===== src/rtl/dab_waveform_meter.sv =====
// Measures the DAB bridge waveforms V1/V2: period, pulse widths and signed phase
// shift, published once per V1 period after the meter has locked onto the waveform.
module dab_waveform_meter #(
  parameter int CNT_W     = 19,
  parameter int MAX_COUNT = 262143,
  parameter int ASYM_TOL  = 2
) (
  input  logic             clk,
  input  logic             rst,
  input  logic             CE,
  input  logic [1:0]       V1,
  input  logic [1:0]       V2,
  output logic [CNT_W-1:0] period_cnt,
  output logic [CNT_W-1:0] tau1_cnt,
  output logic [CNT_W-1:0] tau1n_cnt,
  output logic [CNT_W-1:0] tau2_cnt,
  output logic [CNT_W-1:0] phi_cnt,
  output logic             meas_valid,
  output logic             locked,
  output logic             err_illegal,
  output logic             err_timeout,
  output logic             err_asym
);

  localparam logic [1:0]       C_POS = 2'b01;
  localparam logic [1:0]       C_NEG = 2'b11;
  localparam logic [1:0]       C_ILL = 2'b10;
  localparam logic [CNT_W-1:0] C_MAX = CNT_W'(MAX_COUNT);
  localparam logic [CNT_W-1:0] C_ONE = CNT_W'(1);
  localparam logic [CNT_W-1:0] C_TOL = CNT_W'(ASYM_TOL);

  typedef enum logic [1:0] {S_IDLE, S_ARM, S_RUN} state_t;

  function automatic logic [CNT_W-1:0] sat_inc(input logic [CNT_W-1:0] x);
    return (x >= C_MAX) ? C_MAX : x + C_ONE;
  endfunction

  // Channel 0 carries V1, channel 1 carries V2.
  logic [1:0] w_v_in [2];
  logic [1:0] r_v_s  [2];
  logic [1:0] r_v_q  [2];
  logic [1:0] w_pos_rise;
  logic [1:0] w_pos_fall;
  logic [1:0] w_ill;

  assign w_v_in[0] = V1;
  assign w_v_in[1] = V2;

  genvar gi;
  generate
    for (gi = 0; gi < 2; gi++) begin : g_chan
      assign w_pos_rise[gi] = CE && (r_v_s[gi] == C_POS) && (r_v_q[gi] != C_POS);
      assign w_pos_fall[gi] = CE && (r_v_s[gi] != C_POS) && (r_v_q[gi] == C_POS);
      assign w_ill[gi]      = CE && (r_v_s[gi] == C_ILL);
    end
  endgenerate

  logic w_e1, w_f1, w_n1, w_m1, w_e2, w_f2;
  assign w_e1 = w_pos_rise[0];
  assign w_f1 = w_pos_fall[0];
  assign w_n1 = CE && (r_v_s[0] == C_NEG) && (r_v_q[0] != C_NEG);
  assign w_m1 = CE && (r_v_s[0] != C_NEG) && (r_v_q[0] == C_NEG);
  assign w_e2 = w_pos_rise[1];
  assign w_f2 = w_pos_fall[1];

  state_t           r_state;
  logic [CNT_W-1:0] r_cnt, r_cntf, r_cnt2;
  logic [CNT_W-1:0] r_tau1, r_tau1n, r_tau2, r_neg_start, r_d;
  logic             r_seen_f1, r_seen_m1, r_seen_f2;
  logic [CNT_W-1:0] r_period, r_tau1_o, r_tau1n_o, r_tau2_o, r_phi;
  logic             r_meas_valid, r_locked, r_err_illegal, r_err_timeout, r_err_asym;

  // Stamps that land on the E1 cycle itself still belong to the period that E1 closes,
  // so the publish path sees them through these bypass values.
  logic [CNT_W-1:0] w_tau1n_now, w_tau1n_eff, w_tau2_eff, w_d_new, w_d_eff;
  logic [CNT_W-1:0] w_phi, w_asym_diff;
  logic             w_seen_all, w_publish, w_timeout, w_illegal, w_asym;

  assign w_tau1n_now = r_cnt - r_neg_start;
  assign w_tau1n_eff = w_m1 ? w_tau1n_now : r_tau1n;
  assign w_tau2_eff  = w_f2 ? r_cnt2 : r_tau2;
  assign w_d_new     = w_f1 ? '0 : r_cntf;
  assign w_d_eff     = w_f2 ? w_d_new : r_d;

  assign w_seen_all = r_seen_f1 && (r_seen_m1 || w_m1) && (r_seen_f2 || w_f2);
  assign w_publish  = w_e1 && (r_state == S_RUN) && w_seen_all;
  assign w_timeout  = CE && !w_e1 && (r_cnt == C_MAX);
  assign w_illegal  = |w_ill;

  // Delays of half a period or more are reported as negative (lag) values.
  assign w_phi       = (w_d_eff >= (r_cnt >> 1)) ? (w_d_eff - r_cnt) : w_d_eff;
  assign w_asym_diff = (r_tau1 >= w_tau1n_eff) ? (r_tau1 - w_tau1n_eff) : (w_tau1n_eff - r_tau1);
  assign w_asym      = (w_asym_diff > C_TOL);

  always_ff @(posedge clk) begin
    if (rst) begin
      r_v_s[0]      <= '0;
      r_v_s[1]      <= '0;
      r_v_q[0]      <= '0;
      r_v_q[1]      <= '0;
      r_state       <= S_IDLE;
      r_cnt         <= '0;
      r_cntf        <= '0;
      r_cnt2        <= '0;
      r_tau1        <= '0;
      r_tau1n       <= '0;
      r_tau2        <= '0;
      r_neg_start   <= '0;
      r_d           <= '0;
      r_seen_f1     <= 1'b0;
      r_seen_m1     <= 1'b0;
      r_seen_f2     <= 1'b0;
      r_period      <= '0;
      r_tau1_o      <= '0;
      r_tau1n_o     <= '0;
      r_tau2_o      <= '0;
      r_phi         <= '0;
      r_meas_valid  <= 1'b0;
      r_locked      <= 1'b0;
      r_err_illegal <= 1'b0;
      r_err_timeout <= 1'b0;
      r_err_asym    <= 1'b0;
    end else if (CE) begin
      r_v_s[0] <= w_v_in[0];
      r_v_s[1] <= w_v_in[1];
      r_v_q[0] <= r_v_s[0];
      r_v_q[1] <= r_v_s[1];

      r_cnt  <= w_e1 ? C_ONE : sat_inc(r_cnt);
      r_cntf <= w_f1 ? C_ONE : sat_inc(r_cntf);
      r_cnt2 <= w_e2 ? C_ONE : sat_inc(r_cnt2);

      if (w_f1) r_tau1      <= r_cnt;
      if (w_n1) r_neg_start <= r_cnt;
      if (w_m1) r_tau1n     <= w_tau1n_now;
      if (w_f2) begin
        r_tau2 <= r_cnt2;
        r_d    <= w_d_new;
      end

      if (w_e1) begin
        r_seen_f1 <= 1'b0;
        r_seen_m1 <= 1'b0;
        r_seen_f2 <= 1'b0;
      end else begin
        if (w_f1) r_seen_f1 <= 1'b1;
        if (w_m1) r_seen_m1 <= 1'b1;
        if (w_f2) r_seen_f2 <= 1'b1;
      end

      if (w_timeout) begin
        r_state  <= S_IDLE;
        r_locked <= 1'b0;
      end else if (w_e1) begin
        case (r_state)
          S_IDLE: begin
            r_state  <= S_ARM;
            r_locked <= 1'b0;
          end
          S_ARM, S_RUN: begin
            r_state  <= S_RUN;
            r_locked <= 1'b1;
          end
          default: begin
            r_state  <= S_IDLE;
            r_locked <= 1'b0;
          end
        endcase
      end

      r_meas_valid <= w_publish;
      if (w_publish) begin
        r_period   <= r_cnt;
        r_tau1_o   <= r_tau1;
        r_tau1n_o  <= w_tau1n_eff;
        r_tau2_o   <= w_tau2_eff;
        r_phi      <= w_phi;
        r_err_asym <= w_asym;
      end

      if (w_timeout)      r_err_timeout <= 1'b1;
      else if (w_publish) r_err_timeout <= 1'b0;

      if (w_illegal)      r_err_illegal <= 1'b1;
      else if (w_publish) r_err_illegal <= 1'b0;
    end
  end

  assign period_cnt  = r_period;
  assign tau1_cnt    = r_tau1_o;
  assign tau1n_cnt   = r_tau1n_o;
  assign tau2_cnt    = r_tau2_o;
  assign phi_cnt     = r_phi;
  assign meas_valid  = r_meas_valid;
  assign locked      = r_locked;
  assign err_illegal = r_err_illegal;
  assign err_timeout = r_err_timeout;
  assign err_asym    = r_err_asym;

endmodule


===== config.mk =====
export PLATFORM = sky130hd
export DESIGN_NAME = dab_waveform_meter
export DESIGN_NICKNAME = d
export VERILOG_FILES = /design/src/rtl/dab_waveform_meter.sv
export SDC_FILE = /design/constraint.sdc
export NUM_CORES = 1
export LEC_CHECK = 0
export ABC_CLOCK_PERIOD_IN_PS = 13100
export CORE_ASPECT_RATIO = 0.8
export CORE_MARGIN = 2
export CORE_UTILIZATION = 25
export CTS_CLUSTER_SIZE = 40
export DETAILED_ROUTE_END_ITERATION = 6
export PLACE_DENSITY_LB_ADDON = 0.05
export SLEW_MARGIN = 10
export SYNTH_ARGS = -nofsm -noshare
export SYNTH_HDL_FRONTEND = slang
export SYNTH_SLANG_ARGS = --single-unit

===== constraint.sdc =====
create_clock -name clk -period 13.1 [get_ports clk]
set_input_delay 3.275 -clock clk [delete_from_list [all_inputs] [get_ports clk]]
set_output_delay 3.275 -clock clk [all_outputs]
set_load 0.01 [all_outputs]

==> results.ini <==
[power_and_ir_drop]
switching_share=0.256
combPwrFrac=0.080
seq_power_share=0.450
pwr_density_cell_nw_per_um2=106
power_mw=1.82
ir_drop_v=0.0000899
p_leak_nw=6.58
internal-power_mw=1.35
power_switching_mw=0.465
p_clk_frac=0.471

[yosys]
ys_ff_latch=264
synthCells=1782
synth.distinct_cells=79
syn_area_um2=14400
avgSynthCellArea_um2=8.06
synth_edf_count=8
yosysTopAreaCell=dfxtp_1
synthesis.nets=1885
yosysWarnings=0
synth.yosys.seq_area_share=0.374
async_flop_share=0
synthDominantCellAreaShare=0.357
synth_area_leaders=dfxtp_1 (36%), ha_1 (8.0%), nand2_1 (6.0%)
ys.flop_type=dfxtp_1

[placed_design]
place_hpwl_mm=34.0
dpl.cell_count=2571
pre_cts_slack_ns=4.30
gp_congestion=0.857
io_buffers=106

[floorplan]
io_pins=107
row_count=78
initial_utilization=0.253
die_area_um2=59400
core_area_um2=56700
die_x_um=272
die_h_um=218

[clocking]
cts_hold_buf=0
cts_root_buf=clkbuf_16
clockBufferDepth=3
cts_setup_buffers=0
path_clk_slew_ns=0.06
cts.sinks=264
numCtsBuffers=31
clk_latency_ns=0.60
cts_tree=yes
htree_levels=1
cts_resized=0

[routing]
dr.pass1.iters=5
drtIter0Drc=815
drc=0
via_count=12600
vias_per_cell=4.81
ant_nets=0
wl_per_cell_um=18.1
drt-total-wl_mm=47.5

[global_routing]
antenna_found_initial=1
grt_usage=0.158
gr-total-overflow=0
grt_pass1_wl_mm=74.6
grt_max_degree=99
grt_pass1_vias=12300

[final_layout]
synthToLayoutAreaGrowth_pct=19.3
layout-drive-gt1-share=0.0472
multi_input_area_um2=8170
seqCellArea_um2=5370
fin_util=0.302
stdcell_count=2626
final_nets=1947
diodes=0
nFillCells=6085

[timing]
clock_skew_ns=0.0220
slew_violations=0
slew-limit-headroom=0.230
setup_viol=0
clock.fmax_mhz=123
rsz0062_at_grt=no
finalSetupTns_ns=0
fin_crit_sh=0.623
final_hold_viol_count=0
fin_ws_ns=4.94
worstMarginPinSlew_ns=1.15
min_period_ns=8.16

[setup_path]
startpoint_type=input pin
critPathKind=input pin to register
required_ns=13.55
crit_family=simple AND/OR/NAND/NOR gates
arrival_ns=8.61
worst-path-max-fanout=18
crit_slowest_cell=clkdlybuf4s50_1
critPathMaxStageDelay_ns=0.88
timing.critical_path.mode_cell=nor2_1
cp_num_buf_inv=2
cp_cell_sequence=clkdlybuf4s50_1 > and4_1 > o211ai_1 > o21a_1 > nor2_1 > inv_1 > ha_1 > nand2_1 > nor2_1 > nand4_1 > or4_1 > o21ai_0 > a211o_4 > nor2_8 > or3b_1 > a22oi_1 > o21ai_1 > nor4_1 > a211oi_1
cp-end-kind=register

[status]
status=finished clean

[job]
cap_viol_max_count=0

[worst_hold_path]
hold_path_class=register to register

-- synthesized netlist by cell type (6+ instances only) --
cell        n
a211o_1     6
a211oi_1   60
a21boi_0    7
a21o_1     23
a21oi_1   155
a22o_1     53
a22oi_1     9
a31oi_1     8
and2_1     12
and3_1     36
buf_1       7
clkbuf_1   84
dfxtp_1   256
edfxtp_1    8
ha_1       92
inv_1     128
mux2i_1    42
nand2_1   230
nand2b_1   14
nand3_1    33
nand4_1    18
nor2_1    164
nor2b_1    28
nor3_1     20
o211ai_1    8
o21a_1     12
o21ai_0   121
o21ai_1    11
o31a_1      7
o31ai_1    10
xnor2_1    26
xor2_1      9
-- per-stage QoR --
stage / area, µm² / hold WS, ns
3_5_place_dp: 16200 / 0.444
6_report: 17100 / 0.455
4_1_cts: 17100 / 0.457
3_3_place_gp: 16200 / 0.440
2_1_floorplan: 14400 / 0.424
5_1_grt: 17100 / 0.474
-- placed cells by master (no fill, tap or decap), types with 5 or more instances in the layout --
| cell | netlist | final |
|---|---|---|
| a211o_1 | 6 | 6 |
| a211oi_1 | 60 | 60 |
| a21boi_0 | 7 | 7 |
| a21o_1 | 23 | 23 |
| a21oi_1 | 155 | 154 |
| a22o_1 | 53 | 53 |
| a22oi_1 | 9 | 9 |
| a31oi_1 | 8 | 7 |
| and2_1 | 12 | 12 |
| and3_1 | 36 | 36 |
| buf_4 | 0 | 17 |
| clkbuf_1 | 84 | 13 |
| clkbuf_16 | 0 | 31 |
| clkbuf_8 | 0 | 5 |
| clkdlybuf4s50_1 | 0 | 105 |
| dfxtp_1 | 256 | 256 |
| edfxtp_1 | 8 | 8 |
| ha_1 | 92 | 92 |
| inv_1 | 128 | 127 |
| mux2i_1 | 42 | 42 |
| nand2_1 | 230 | 230 |
| nand2b_1 | 14 | 14 |
| nand3_1 | 33 | 32 |
| nand4_1 | 18 | 18 |
| nor2_1 | 164 | 163 |
| nor2b_1 | 28 | 28 |
| nor3_1 | 20 | 20 |
| o211ai_1 | 8 | 8 |
| o21a_1 | 12 | 12 |
| o21ai_0 | 121 | 121 |
| o21ai_1 | 11 | 11 |
| o31a_1 | 7 | 7 |
| o31ai_1 | 10 | 10 |
| or3_1 | 5 | 5 |
| xnor2_1 | 26 | 26 |
| xor2_1 | 9 | 9 |
-- layer usage --
| layer | part of all wire | GRT usage | vias to the layer above |
|---|---|---|---|
| met3 | 0.030 | 0.0203 | 53 |
| met4 | 0.017 | 0.0289 | 2 |
| met1 | 0.52 | 0.231 | 6018 |
| met2 | 0.44 | 0.250 | 179 |
| li1 | - | - | 6385 |
| met5 | 0.00027 | 0 | - |
-- path summary, 6_finish.rpt --
check                                    start                           end  slack, ns  depth (start not counted)
hold reg to reg   r_neg_start[11]$_SDFFE_PP0P_  r_neg_start[11]$_SDFFE_PP0P_       0.45                          2
hold / removal    r_neg_start[11]$_SDFFE_PP0P_  r_neg_start[11]$_SDFFE_PP0P_       0.45                          2
setup reg to reg         r_cnt[0]$_SDFFE_PP0P_         err_asym$_SDFFE_PP0P_       6.63                         27
setup / recovery                            CE         err_asym$_SDFFE_PP0P_       4.94                         19
-- power groups by stage --
stage          clock, mW  sequential (mW)  combinational, mW
3_5_place_dp           0            0.835              0.146
2_1_floorplan          0            0.834              0.107
3_3_place_gp           0            0.835              0.147
5_1_grt            0.924            0.818              0.163
6_report           0.856            0.818              0.145
4_1_cts            0.891            0.817              0.148
-- cell families (layout without fill, tap and decap cells) --
| logic type | count (synthesis) | after routing | share of synthesized area |
|---|---|---|---|
| muxes | 43 | 43 | 0.0301 |
| buffers and inverters | 223 | 307 | 0.0590 |
| adders and majority gates | 96 | 96 | 0.0858 |
| AOI/OAI and AO/OA | 532 | 532 | 0.242 |
| and+or+nand+nor | 589 | 589 | 0.188 |
| DFF | 264 | 264 | 0.374 |
| xor gates and xnor gates | 35 | 35 | 0.0214 |
-- worst min-delay path, delay by kind of cell (launching register included) --
| family | cells | cell delay, ns |
|---|---|---|
| AOI/OAI and AO/OA | 1 | 0.05 |
| DFF | 1 | 0.31 |
| and+or+nand+nor | 1 | 0.05 |
-- layout make-up --
class	instances	share of cell area
Clock buffer	49	0.0522
Clock inverter	6	0.00460
Multi-Input combinational cell	1295	0.477
Inverter	129	0.0283
Tap cell	760	0.0555
Timing Repair Buffer	123	0.0695
Sequential cell	264	0.313
-- state kept, by name, summed over array words and instances, names as in the netlist, 4 cells and up --
register	cells
r_v_s	4
r_v_q	4
tau1n_cnt	19
r_d	19
r_cntf	19
r_cnt2	19
r_neg_start	19
phi_cnt	19
r_tau2	19
r_tau1n	19
r_tau1	19
r_cnt	19
tau2_cnt	19
period_cnt	19
tau1_cnt	19
(Power assumes the default switching activity.)
